`src/rtl/vga_sync_gen.sv`:
```
// rtl/vga_sync_gen.sv - VGA raster timing generator: pixel divider, x/y counters, registered syncs
// Define VGA_SYNC_FRAME_TICK_EN to build the frame_tick strobe; otherwise frame_tick is tied low.
module vga_sync_gen #(
  parameter int CLK_DIV = 4,
  parameter int H_DISP  = 640,
  parameter int H_FP    = 16,
  parameter int H_SYNC  = 96,
  parameter int H_BP    = 48,
  parameter int V_DISP  = 480,
  parameter int V_FP    = 10,
  parameter int V_SYNC  = 2,
  parameter int V_BP    = 33
) (
  input  logic       clk,
  input  logic       reset,
  output logic       p_tick,
  output logic [9:0] pix_x,
  output logic [9:0] pix_y,
  output logic       video_on,
  output logic       hsync,
  output logic       vsync,
  output logic       frame_tick
);

  localparam int H_TOTAL = H_DISP + H_FP + H_SYNC + H_BP;
  localparam int V_TOTAL = V_DISP + V_FP + V_SYNC + V_BP;
  localparam int DIV_W   = $clog2(CLK_DIV);

  localparam logic [DIV_W-1:0] DIV_LAST = DIV_W'(CLK_DIV - 1);
  localparam logic [9:0] H_LAST = 10'(H_TOTAL - 1);
  localparam logic [9:0] V_LAST = 10'(V_TOTAL - 1);
  localparam logic [9:0] H_VIS  = 10'(H_DISP);
  localparam logic [9:0] V_VIS  = 10'(V_DISP);
  // Sync windows use inclusive bounds so a window ending at 1023 still fits 10 bits.
  localparam logic [9:0] HS_BEG = 10'(H_DISP + H_FP);
  localparam logic [9:0] HS_END = 10'(H_DISP + H_FP + H_SYNC - 1);
  localparam logic [9:0] VS_BEG = 10'(V_DISP + V_FP);
  localparam logic [9:0] VS_END = 10'(V_DISP + V_FP + V_SYNC - 1);

  logic [DIV_W-1:0] div_q, div_d;
  logic [9:0]       x_q, x_d;
  logic [9:0]       y_q, y_d;
  logic             video_on_q, video_on_d;
  logic             hsync_q, hsync_d;
  logic             vsync_q, vsync_d;
  logic             tick;
  logic             h_wrap;
  logic             v_wrap;

  always_comb begin
    tick   = (div_q == DIV_LAST);
    div_d  = tick ? '0 : div_q + DIV_W'(1);
    h_wrap = tick && (x_q == H_LAST);
    v_wrap = h_wrap && (y_q == V_LAST);

    x_d = x_q;
    y_d = y_q;
    if (tick) begin
      x_d = h_wrap ? '0 : x_q + 10'd1;
    end
    if (h_wrap) begin
      y_d = v_wrap ? '0 : y_q + 10'd1;
    end

    // Decoded from next-state counters so the registered flags line up with pix_x/pix_y.
    video_on_d = (x_d < H_VIS) && (y_d < V_VIS);
    hsync_d    = !((x_d >= HS_BEG) && (x_d <= HS_END));
    vsync_d    = !((y_d >= VS_BEG) && (y_d <= VS_END));
  end

  always_ff @(posedge clk) begin
    if (!reset) begin
      div_q      <= '0;
      x_q        <= '0;
      y_q        <= '0;
      video_on_q <= 1'b1;
      hsync_q    <= 1'b1;
      vsync_q    <= 1'b1;
    end else begin
      div_q      <= div_d;
      x_q        <= x_d;
      y_q        <= y_d;
      video_on_q <= video_on_d;
      hsync_q    <= hsync_d;
      vsync_q    <= vsync_d;
    end
  end

  assign p_tick   = tick;
  assign pix_x    = x_q;
  assign pix_y    = y_q;
  assign video_on = video_on_q;
  assign hsync    = hsync_q;
  assign vsync    = vsync_q;

`ifdef VGA_SYNC_FRAME_TICK_EN
  logic frame_tick_q;

  always_ff @(posedge clk) begin
    if (!reset) begin
      frame_tick_q <= 1'b0;
    end else begin
      frame_tick_q <= v_wrap;
    end
  end

  assign frame_tick = frame_tick_q;
`else
  assign frame_tick = 1'b0;
`endif

endmodule
```
`config.mk`:
```
export PLATFORM = sky130hd
export DESIGN_NAME = vga_sync_gen
export DESIGN_NICKNAME = d
export VERILOG_FILES = /design/src/rtl/vga_sync_gen.sv
export SDC_FILE = /design/constraint.sdc
export NUM_CORES = 1
export LEC_CHECK = 0
export CAP_MARGIN = 20
export CORE_MARGIN = 2
export CORE_UTILIZATION = 50
export CTS_CLUSTER_DIAMETER = 60
export DETAILED_ROUTE_END_ITERATION = 8
export GPL_ROUTABILITY_DRIVEN = 0
export PLACE_DENSITY = 0.88
export RECOVER_POWER = 100
export REMOVE_ABC_BUFFERS = 1
export SLEW_MARGIN = 20
export SYNTH_ARGS = -nofsm -noshare
export SYNTH_HDL_FRONTEND = slang
export SYNTH_SLANG_ARGS = --single-unit
```
`constraint.sdc`:
```
create_clock -name clk -period 5.74 [get_ports clk]
set_input_delay 1.435 -clock clk [delete_from_list [all_inputs] [get_ports clk]]
set_output_delay 1.435 -clock clk [all_outputs]
set_load 0.01 [all_outputs]
```
# ---- After elaboration in Yosys (flattened, before gate mapping)
# Index checks and enable logic that the tools add are counted.
dict set report op_classes {
  add_sub_neg 3
  mul 0
  div 0
  n_lt_le_gt_ge 6
  eq_ne 3
  n_shift 0
  mux 4
  bitwise_logic 1
  n_reduce_logical 8
}
# operator count
set ops {}
lappend ops {{$mux W10} 4}
lappend ops {{$add A10 B1 Y10 const B} 2}
lappend ops {{$eq A10 B10 Y1 const B} 2}
lappend ops {{$ge A10 B10 Y1 const B} 1}
lappend ops {{$ge A10 B9 Y1 const B} 1}
lappend ops {{$le A10 B10 Y1 const B} 1}
lappend ops {{$le A10 B9 Y1 const B} 1}
lappend ops {{$lt A10 B10 Y1 const B} 1}
lappend ops {{$lt A10 B9 Y1 const B} 1}
lappend ops {{$logic_and A1 B1 Y1} 5}
lappend ops {{$add A2 B1 Y2 const B} 1}
lappend ops {{$eq A2 B2 Y1 const B} 1}
lappend ops {{$logic_not A1 Y1} 2}
lappend ops {{$reduce_or A2 Y1} 1}
lappend ops {{$not A1 Y1} 1}
dict set report word_totals {
  ff_bits 25
  latchBits 0
  ram_bits 0
  mem_bits_ro 0
  in_bits 2
  out_inout_bits 25
  elab_cells 31
  memories 0
}

# ---- Logic depth before layout (Yosys ltp)
# Gate-level depths: netlist (run 1).
dict set report logic_depth {
  word_depth 8
  depth_mapped 9
  depth_no_buf 7
}

# ---- Worst setup path after synthesis (run 1)
# No wires, ideal clock.
dict set report synth_timing {
  kind {reg-to-reg}
  from {reg div_q[0]}
  to {reg hsync_q (netlist: hsync)}
  setup_time_ns 0.124
  arrival_ns 2.016
  t_required_ns 5.616
  path_slack_ns 3.600
  path_stages_with_launch 10
  n_path_buf 3
  period_less_slack_ns 2.140
  cell_sequence {dfxtp_1 ha_1 buf_6 and4_1 clkbuf_1 and2_1 clkbuf_1 o31a_1 o2111ai_1 a2111o_1}
}
dict set report synth_via {
  elab_chain_len 7
  elab_cells_between_ends 8
  cone_classes {2 x order compare; 1 x eq/ne; 2 x mux; 3 x reduce/logical}
}
# item line_no
set synth_lines {}
lappend synth_lines {{start: declaration} 40} ;# logic [DIV_W-1:0] div_q, div_d;
lappend synth_lines {{start signal: assignment} 80} ;# div_q <= div_d;
lappend synth_lines {{$eq A2 B2 Y1 (*)} 51} ;# tick = (div_q == DIV_LAST);
lappend synth_lines {{named net p_tick} 16} ;# output logic p_tick,
lappend synth_lines {{$logic_and A1 B1 Y1} 53} ;# h_wrap = tick && (x_q == H_LAST);
lappend synth_lines {{$mux W10} 59} ;# x_d = h_wrap ? '0 : x_q + 10'd1;
lappend synth_lines {{$mux W10 (*)} 58} ;# if (tick) begin
lappend synth_lines {{$ge A10 B10 Y1 or $le A10 B10 Y1 (tied branches)} 67} ;# hsync_d = !((x_d >= HS_BEG) && (x_d <= HS_END));
lappend synth_lines {{$logic_and A1 B1 Y1 (*)} 67}
lappend synth_lines {{$logic_not A1 Y1 (*)} 67}
lappend synth_lines {{end signal: assignment} 84} ;# hsync_q <= hsync_d;
lappend synth_lines {{end: declaration} 44} ;# logic hsync_q, hsync_d;
# Mark *: on every way through the listed nets, which the timed path passes. The rest lies on a longest branch.
# A chain may end at the register's enable or synchronous reset.

# ---- Worst setup path in the final report (run 1)
dict set report layout_timing {
  from {reg div_q[0]}
  to {out p_tick}
}
dict set report layout_via {
  elab_chain_len 1
}
# item line_no
set layout_lines {}
lappend layout_lines {{$eq A2 B2 Y1} 51}
lappend layout_lines {{end: declaration} 16}
# Every way passes these cells.

==> impl_results.md, run 1 <==
* Class of the tightest hold or removal check: reg -> reg
* Highest attainable clock frequency at approximately 310 MHz
* Growth of design area from synthesis to finish at 16.5%
* Clk Latency, worst-skew pair at approximately 0.32 ns
* Hold buffer count at cts at 0
* Number of global-route vias before repair at 1,247
* Data arrival time of the critical path at approximately 1.8 ns
* Num rows at 19
* Width of the die at 57.2 um
* Distinct cell type count of the synthesized netlist at just over 50
* TritonCTS clock tree: yes
* Total core area at 2730 um2
* Sequential-to-total area share from yosys stat at a little over a third
* Period utilisation layout at 55.5%
* Number of search-and-repair iterations in the first detailed-routing pass at 4
* Number of diodes added for antenna fixing at 0
* Maximum level of the CTS H-tree at 1
* Drc violations at 0
* Total of fill cells in the finished design at between 200 and 250
* Worst setup endpoint: p_tick
* Final setup TNS at 0 ns
* Clock buffers created by TritonCTS at 3
* Result of the run: finished, final reports clean
* Max clock buf depth at 2
* Worst r2r src: div_q[0]
* Required time at the endpoint of the critical path at roughly 4.3 ns
* Largest area contributor in the synthesized netlist: dfxtp_1
* Count of clock tree sinks at 25
* FF-to-FF End: video_on
* Multi-input gate area in the final layout at between 800 and 900 um2
* Total instance count after detailed placement at ~210
* Count of mapped cells out of synthesis at about 170
* Antenna violations before repair at 0
* Asr flop ratio synth at 0%
* Initial core utilization at between 50% and 60%
* Final #Nets at 191
* Total of buffers placed on input and output ports at 25
* Antenna-violating nets left at 0
* Routed Wire Length at 3220 um
* Final Hold Viols at 0
* Cells resized by post-CTS repair at 0
* Die extent in y at around 57 um
* Average vias per placed instance at 6.15
* CTS root buffer: clkbuf_4
* Ys flop type: dfxtp_1
* Synthesis warning total at 0
* Final count of pins violating max slew at 0
* First-pass GRT wire length at between 5000 and 6000 um
* Worst Path Max Fanout at 11
* Cell area after synthesis at between 1000 and 1500 um2
* RSZ-0062 raised after global routing: no
* Category of the worst setup path launch point: register
* Depth of the most critical reg-to-reg path at 6
* Top area cells in the synthesized netlist: dfxtp_1 35%, nor2_1 5.0%, a21oi_1 3.9%, xor2_1 3.7%, ha_1 3.5%
* Avg Cell Area, Syn at between 8 and 9 um2
* Number of synthesized flops with an enable pin at 0
* Die Outline Area at about 3300 um2
* Total I/O pin count at 27
* Share of the synthesized area in the top cell type at a little over a third
* Storage cell area at 500 um2
* Estimated wirelength of the detail-placed design at around 2400 um
* Max-cap check violation count at 0
* Fraction of layout cells with a size suffix above 1 at about 7.1%
* Number of flip-flops and latches in the synthesized netlist at 25
* Worst setup skew after layout at about 0.0093 ns
* Sort of element at the end of the critical path: primary output
* Worst-case register-to-register setup slack at 3.34 ns
* Start point of the worst min-delay path: div_q[0]
* Clock slew at reported path FFs at 0.15 ns
* Number of buffers inserted by post-CTS setup repair at 0
* Worst Path Class, Setup: reg -> out
* Setup-violating endpoint count in the final report at 0
* Leakage power at just over 0.6 nW
* Headroom to the max-slew limit at 58.4%
* Pin count of the biggest net entering global routing at 16
* Worst ir drop on vdd at between 0.15 and 0.2 mV
* Total power density per cell area at 164 nW/um2
* Drt first-iter violations at 28
* Transition time at the pin with the least slew margin at approximately 0.61 ns
* Core utilization of the finished layout at 60.3%
* Overall fraction of global-route tracks in use at between 20% and 30%
* Number of standard cells in the final layout excluding fillers at roughly 220
* Min Clock Period, post-route at ~3.2 ns
* Mean routed wirelength per cell at 15.0 um
* Total number of vias at roughly 1,300
* Global route total overflow at 0
* Worst setup path startpoint: div_q[0]
* Overall power at 0.270 mW
## metrics by stage
stage	worst slack (ns)	hold WS, ns	cell area [um2]
2_1_floorplan	3.64	0.404	1330
6_report	2.55	0.465	1650
3_5_place_dp	2.99	0.443	1620
3_3_place_gp	3.05	0.413	1620
5_1_grt	2.46	0.483	1650
4_1_cts	2.60	0.463	1650
## logic make-up after synthesis
family | after synthesis | share of synthesized area, %
other | 1 | 0.265
muxes | 2 | 1.41
DFF | 25 | 35.4
AOI/OAI and AO/OA | 34 | 16.9
buffers and inverters | 17 | 7.60
and+or+nand+nor | 72 | 28.1
adders and majority gates | 4 | 3.54
xor gates and xnor gates | 11 | 6.81
## per-layer routing
| metal | vias to the layer above | wire (um) | track usage (%) |
|---|---|---|---|
| met5 | - | 0 | 0 |
| met4 | 0 | 13 | 6.98 |
| met3 | 2 | 158 | 2.72 |
| met2 | 43 | 1650 | 37.6 |
| met1 | 639 | 1400 | 26.1 |
| li1 | 639 | - | - |
## layout make-up
cell class / count / share of cell area (%)
flip-flops and latches: 25 / 30.3
clock inverters: 1 / 0.455
well taps: 31 / 2.35
repair buffers: 25 / 15.2
clock buffers: 3 / 1.37
multi-input cells: 124 / 48.9
inverters: 6 / 1.37
## worst min-delay path by stage
stage | end | slack, ns | depth (start not counted)
floorplan | div_q[0] | 0.40 | 1
global placement | div_q[0] | 0.41 | 1
detailed placement | div_q[0] | 0.44 | 1
CTS | div_q[0] | 0.46 | 1
global route | div_q[0] | 0.48 | 1
finish | div_q[0] | 0.46 | 1
## where the power goes
| group | total [mW] | switching [mW] | internal [mW] | leakage, nW |
|---|---|---|---|---|
| clock | 0.0809 | 0.0543 | 0.0266 | 0.0139 |
| combinational | 0.0116 | 0.00691 | 0.00469 | 0.392 |
| sequential | 0.178 | 0.00181 | 0.176 | 0.202 |
| total | 0.270 | 0.0630 | 0.207 | 0.608 |
## placed cells by master, fill, tap and decap left out, types with 2 or more instances in the layout
master         count
a211oi_1           2
a21oi_1           11
and4_1             2
clkbuf_4           3
dfxtp_1           25
dlygate4sd3_1     25
ha_1               4
inv_1              6
mux2i_1            2
nand2_1           11
nand3_1            9
nand4_1            6
nor2_1            19
nor3_1             7
nor3b_1            3
nor4b_1            2
o2111ai_1          2
o211ai_1           2
o21ai_0            4
xnor2_1            5
xor2_1             6
## registers in the layout (all words and copies together), names as in the netlist
signal    count
pix_y        10
pix_x        10
hsync         1
div_q         2
vsync         1
video_on      1
## cell usage after synthesis (all sizes together) (4+ instances only)
master	n
dfxtp	25
xor2	6
ha	4
o21ai	4
inv	6
nand2	11
nor2	19
nor3	7
nand4	6
nand3	9
buf	6
xnor2	5
a21oi	11
clkbuf	4
## worst max-delay path: stages (launching register included)
cell	delay (ns)
dfxtp_1	0.38
ha_1	0.38
dlygate4sd3_1	0.67
No activity file was read; power rests on OpenSTA's default activity.
==> run 2: changes to the inputs <==
clock period = 3.05 ns   (was 5.74 ns; I/O delays follow)
==> impl_results.md, run 2 (synthesized netlist as in run 1, its figures left out) <==
* Final count of pins violating max slew at 0 (unchanged)
* Antenna-violating nets left at 0 (unchanged)
* Highest-count cells in the layout ignoring fill and taps: 25 x dfxtp_1, 25 x dlygate4sd3_1, 19 x nor2_1 (unchanged)
* Clk Latency, worst-skew pair at 0.30 ns (was 0.32 ns)
* First-pass GRT wire length at 5300 um (was 5550 um)
* Result of the run: finished, final reports clean (unchanged)
* Total I/O pin count at 27 (unchanged)
* Depth of the most critical reg-to-reg path at 6 (unchanged)
* Num rows at 19 (unchanged)
* Highest attainable clock frequency at around 400 MHz
* Total of fill cells in the finished design at 239 (was 243)
* Count of cells along the worst hold path at 1 (unchanged)
* Data arrival time of the critical path at 1.71 ns (was 1.75 ns)
* Estimated wirelength of the detail-placed design at 2400 um (was 2390 um)
* Setup-violating endpoint count in the final report at 0 (unchanged)
* Number of buffers inserted by post-CTS setup repair at 0 (unchanged)
* CP max-delay cell: dlygate4sd3_1 (unchanged)
* Total core area at 2730 um2 (unchanged)
* RSZ-0062 raised after global routing: no (unchanged)
* Final setup TNS at 0 ns (unchanged)
* Start point of the worst min-delay path: div_q[0] (unchanged)
* Width of the die at 57.2 um (unchanged)
* Placed cell area at 1620 um2 (unchanged)
* Worst Path Class, Setup: reg -> out (unchanged)
* Clock buffers created by TritonCTS at 3 (unchanged)
* Class of the tightest hold or removal check: reg -> reg (unchanged)
* Maximum single-stage delay on the critical path at 0.67 ns (about the same)
* Maximum level of the CTS H-tree at 1 (unchanged)
* Final design area excluding fillers at 1640 um2 (was 1650 um2)
* Category of the worst setup path launch point: register (unchanged)
* Clock slew at reported path FFs at 0.12 ns (was 0.15 ns)
* Antenna violations before repair at 0 (unchanged)
* Total power density per cell area at 303 nW/um2 (was 164 nW/um2)
* Multi-input gate area in the final layout at 803 um2 (was 807 um2)
* Hold buffer count at cts at 0 (unchanged)
* Max-cap check violation count at 0 (unchanged)
* TritonCTS clock tree: yes (unchanged)
* FF-to-FF End: video_on (unchanged)
* Initial core utilization at 51.8% (unchanged)
* Mean routed wirelength per cell at 15.1 um (was 15.0 um)
* Die extent in y at 57.2 um (unchanged)
* Leakage power at 0.608 nW (about the same)
* Required time at the endpoint of the critical path at 2.29 ns (was 4.30 ns)
* Period utilisation layout at 81.2%
* Die Outline Area at 3270 um2 (unchanged)
* Routed Wire Length at 3260 um (was 3220 um)
* Fraction of layout cells with a size suffix above 1 at 5.98% (was 7.07%)
* Worst-case register-to-register setup slack at 0.63 ns (was 3.34 ns)
* Storage cell area at 500 um2 (unchanged)
* Overall fraction of global-route tracks in use at 20.2% (was 21.0%)
* Max clock buf depth at 2 (unchanged)
* Transition time at the pin with the least slew margin at 0.673 ns (was 0.615 ns)
* Growth of design area from synthesis to finish at 16.0% (was 16.5%)
* Final #Nets at 191 (unchanged)
* Core utilization of the finished layout at 60.0% (was 60.3%)
* Cells resized by post-CTS repair at 0 (unchanged)
* Number of diodes added for antenna fixing at 0 (unchanged)
* Number of search-and-repair iterations in the first detailed-routing pass at 4 (unchanged)
* Global route total overflow at 0 (unchanged)
* Total number of vias at 1,331 (was 1,323)
* Headroom to the max-slew limit at 54.6% (was 58.4%)
* Final Hold Viols at 0 (unchanged)
* Drc violations at 0 (unchanged)
* Sort of element at the end of the critical path: primary output (unchanged)
* Average vias per placed instance at 6.19 (was 6.15)
* Drt first-iter violations at 56 (was 28)
* DP Worst Slack at 0.658 ns (was 2.99 ns)
* Worst setup skew after layout at 0.00180 ns (was 0.00933 ns)
* Capture endpoint of the worst hold path: div_q[0] (unchanged)
* Count of clock tree sinks at 25 (unchanged)
* Worst ir drop on vdd at 0.319 mV (was 0.161 mV)
* CTS root buffer: clkbuf_4 (unchanged)
* Worst Path Max Fanout at 11 (unchanged)
* Number of global-route vias before repair at 1,208 (was 1,247)
* Cells along the critical path: ha_1 > dlygate4sd3_1 (unchanged)
* Pin count of the biggest net entering global routing at 14 (was 16)
* Worst r2r src: div_q[0] (unchanged)
* Total of buffers placed on input and output ports at 25 (unchanged)
* Min Clock Period, post-route at 2.48 ns
* Final critical-path setup slack at 0.574 ns (was 2.55 ns)
-- run 2: worst max path at each step --
| stage | startpoint | to | slack, ns |
|---|---|---|---|
| CTS | div_q[0] | p_tick | 0.61 |
| global route | div_q[0] | video_on | 0.41 |
| floorplan | pix_x[5] | video_on | 0.96 |
| global placement | pix_y[0] | video_on | 0.80 |
| finish | div_q[0] | p_tick | 0.57 |
| detailed placement | div_q[0] | video_on | 0.66 |
-- run 2: final cells by class --
cell class | instances | area share, %
clock buffers | 4 | 1.60
well taps | 31 | 2.36
repair buffers | 25 | 15.2
inverters | 6 | 1.37
multi-input cells | 124 | 48.9
flip-flops and latches | 25 | 30.5
-- run 2: report_power, final --
part / switching [mW] / internal, mW
logic: 0.0131 / 0.00874
clock network: 0.0902 / 0.0510
registers: 0.00283 / 0.331
-- run 2: metrics by stage --
| step | cells | hold slack [ns] | power [mW] |
|---|---|---|---|
| 5_1_grt | 215 | 0.464 | 0.522 |
| 3_3_place_gp | 211 | 0.412 | 0.363 |
| 2_1_floorplan | 155 | 0.404 | 0.354 |
| 6_report | 215 | 0.445 | 0.497 |
| 3_5_place_dp | 211 | 0.433 | 0.364 |
| 4_1_cts | 215 | 0.452 | 0.504 |
-- run 2: layer usage --
layer  share of wire [%]  vias up  global-route usage, %
li1                    -      634                      -
met1                  42      651                   25.5
met2                  51       44                   34.6
met3                 6.2        2                   3.40
met4                0.40        0                   7.64
met5                   0        -                      0
-- run 2: critical path: cells and delay by family, from the launching register on --
family / cells / cell delay, ns
fa+ha+maj: 1 / 0.38
buf+inv: 1 / 0.67
flops: 1 / 0.36
==> run 3: changes to the inputs <==
clock period = 2.6 ns   (was 3.05 ns; I/O delays follow)
==> impl_results.md, run 3 (synthesized netlist as in run 1, its figures left out) <==
* Fraction of layout cells with a size suffix above 1 at 6.49% (was 5.98%)
* Initial core utilization at 51.8% (unchanged)
* Maximum level of the CTS H-tree at 1 (unchanged)
* GRT met1 Usage at 24.4% (was 25.5%)
* Category of the worst setup path launch point: register (unchanged)
* Antenna violations before repair at 0 (unchanged)
* Worst r2r src: div_q[0] (unchanged)
* Global route total overflow at 0 (unchanged)
* Number of buffers inserted by post-CTS setup repair at 0 (unchanged)
* Final critical-path setup slack at 0.222 ns (was 0.574 ns)
* Final Hold Viols at 0 (unchanged)
* Worst Path Max Fanout at 11 (unchanged)
* Leakage power at 0.612 nW (was 0.608 nW)
* Data arrival time of the critical path at 1.73 ns (was 1.71 ns)
* Period utilisation layout at about 91%
* Worst setup skew after layout at 0.00589 ns (was 0.00180 ns)
* TritonCTS clock tree: yes (unchanged)
* Clk Latency, worst-skew pair at 0.31 ns (was 0.30 ns)
* Result of the run: finished, final reports clean (unchanged)
* Pin count of the biggest net entering global routing at 14 (unchanged)
* Antenna-violating nets left at 0 (unchanged)
* Class of the tightest hold or removal check: reg -> reg (unchanged)
* Mean routed wirelength per cell at 14.8 um (was 15.1 um)
* Worst-case register-to-register setup slack at 0.25 ns (was 0.63 ns)
* Die Outline Area at 3270 um2 (unchanged)
* Number of search-and-repair iterations in the first detailed-routing pass at 4 (unchanged)
* Capture endpoint of the worst hold path: div_q[0] (unchanged)
* Num rows at 19 (unchanged)
* Total power density per cell area at 357 nW/um2 (was 303 nW/um2)
* Overall fraction of global-route tracks in use at 20.4% (was 20.2%)
* Required time at the endpoint of the critical path at 1.95 ns (was 2.29 ns)
* Cells resized by post-CTS repair at 0 (unchanged)
* Die extent in y at 57.2 um (unchanged)
* Number of standard cells in the final layout excluding fillers at 216 (was 215)
* Max clock buf depth at 2 (unchanged)
* Clock slew at reported path FFs at 0.13 ns (was 0.12 ns)
* Total core area at 2730 um2 (unchanged)
* Total I/O pin count at 27 (unchanged)
* Sort of element at the end of the critical path: primary output (unchanged)
* FF-to-FF End: video_on (unchanged)
* RSZ-0062 raised after global routing: no (unchanged)
* Min Clock Period, post-route at between 2 and 2.5 ns
* Highest attainable clock frequency at approximately 420 MHz
* Transition time at the pin with the least slew margin at 0.676 ns (was 0.673 ns)
* Drt first-iter violations at 61 (was 56)
* Routing layer with the top usage in global route: met2 (unchanged)
* Start point of the worst min-delay path: div_q[0] (unchanged)
* Estimated wirelength of the detail-placed design at 2390 um (was 2400 um)
* Headroom to the max-slew limit at 54.3% (was 54.6%)
* Total instance count after detailed placement at 212 (was 211)
* Number of diodes added for antenna fixing at 0 (unchanged)
* Average vias per placed instance at 6.10 (was 6.19)
* Final count of pins violating max slew at 0 (unchanged)
* Hold buffer count at cts at 0 (unchanged)
* Total number of vias at 1,318 (was 1,331)
* Max-cap check violation count at 0 (unchanged)
* CTS root buffer: clkbuf_4 (unchanged)
* Worst Path Class, Setup: reg -> out (unchanged)
* Final #Nets at 192 (was 191)
* Number of global-route vias before repair at 1,261 (was 1,208)
* First-pass GRT wire length at 5400 um (was 5300 um)
* Clock buffers created by TritonCTS at 3 (unchanged)
* Width of the die at 57.2 um (unchanged)
* Worst ir drop on vdd at 0.320 mV (was 0.319 mV)
* Routed Wire Length at 3210 um (was 3260 um)
* Count of cells along the worst hold path at 1 (unchanged)
* Drc violations at 0 (unchanged)
* Met2 Use GR at 35.8% (was 34.6%)
* Met3 routing resource usage after global routing at 4.08% (was 3.40%)
* DP Worst Slack at 0.368 ns (was 0.658 ns)
* Final setup TNS at 0 ns (unchanged)
* Highest-count cells in the layout ignoring fill and taps: 25 x dfxtp_1, 25 x dlygate4sd3_1, 19 x nor2_1 (unchanged)
* Depth of the most critical reg-to-reg path at 6 (unchanged)
* Count of clock tree sinks at 25 (unchanged)
* Growth of design area from synthesis to finish at 16.5% (was 16.0%)
* Setup-violating endpoint count in the final report at 0 (unchanged)
* Total of buffers placed on input and output ports at 25 (unchanged)
-- run 3: worst max-delay path: stages, from the launching register on --
cell	delay (ns)
dfxtp_1	0.37
ha_1	0.37
dlygate4sd3_1	0.68
-- run 3: final cells by class --
| type | count | area (um2) |
|---|---|---|
| well taps | 31 | 38.8 |
| clock buffers | 4 | 26.3 |
| multi-input cells | 124 | 803 |
| flip-flops and latches | 25 | 500 |
| repair buffers | 26 | 258 |
| fillers | 249 | 1080 |
| inverters | 6 | 22.5 |
-- run 3: layer usage --
metal  up-vias  share of wire (%)
met3         6                6.0
met4         0               0.81
li1        638                  -
met5         -                  0
met1       626                 45
met2        48                 49
-- run 3: where the power goes --
part	switching, mW	internal (mW)	total, mW
Combinational	0.0157	0.0111	0.0268
Clock	0.111	0.0599	0.171
Sequential	0.00324	0.388	0.392
Total	0.130	0.459	0.589
-- run 3: how the worst max path moves through the flow --
stage,start,end,slack [ns],cells after the start
2_1_floorplan,pix_x[5],video_on,0.51,5
3_3_place_gp,pix_x[5],video_on,0.47,5
3_5_place_dp,div_q[0],video_on,0.37,6
4_1_cts,div_q[0],p_tick,0.27,2
5_1_grt,div_q[0],video_on,0.10,6
6_report,div_q[0],p_tick,0.22,2
-- run 3: stage by stage --
stage / area (um2) / util, % / hold slack, ns / total power, mW
2_1_floorplan: 1330 / - / 0.404 / 0.415
3_3_place_gp: 1630 / 59.5 / 0.412 / 0.426
3_5_place_dp: 1630 / 59.5 / 0.432 / 0.428
4_1_cts: 1650 / 60.5 / 0.451 / 0.598
5_1_grt: 1650 / 60.3 / 0.471 / 0.614
6_report: 1650 / 60.3 / 0.448 / 0.589
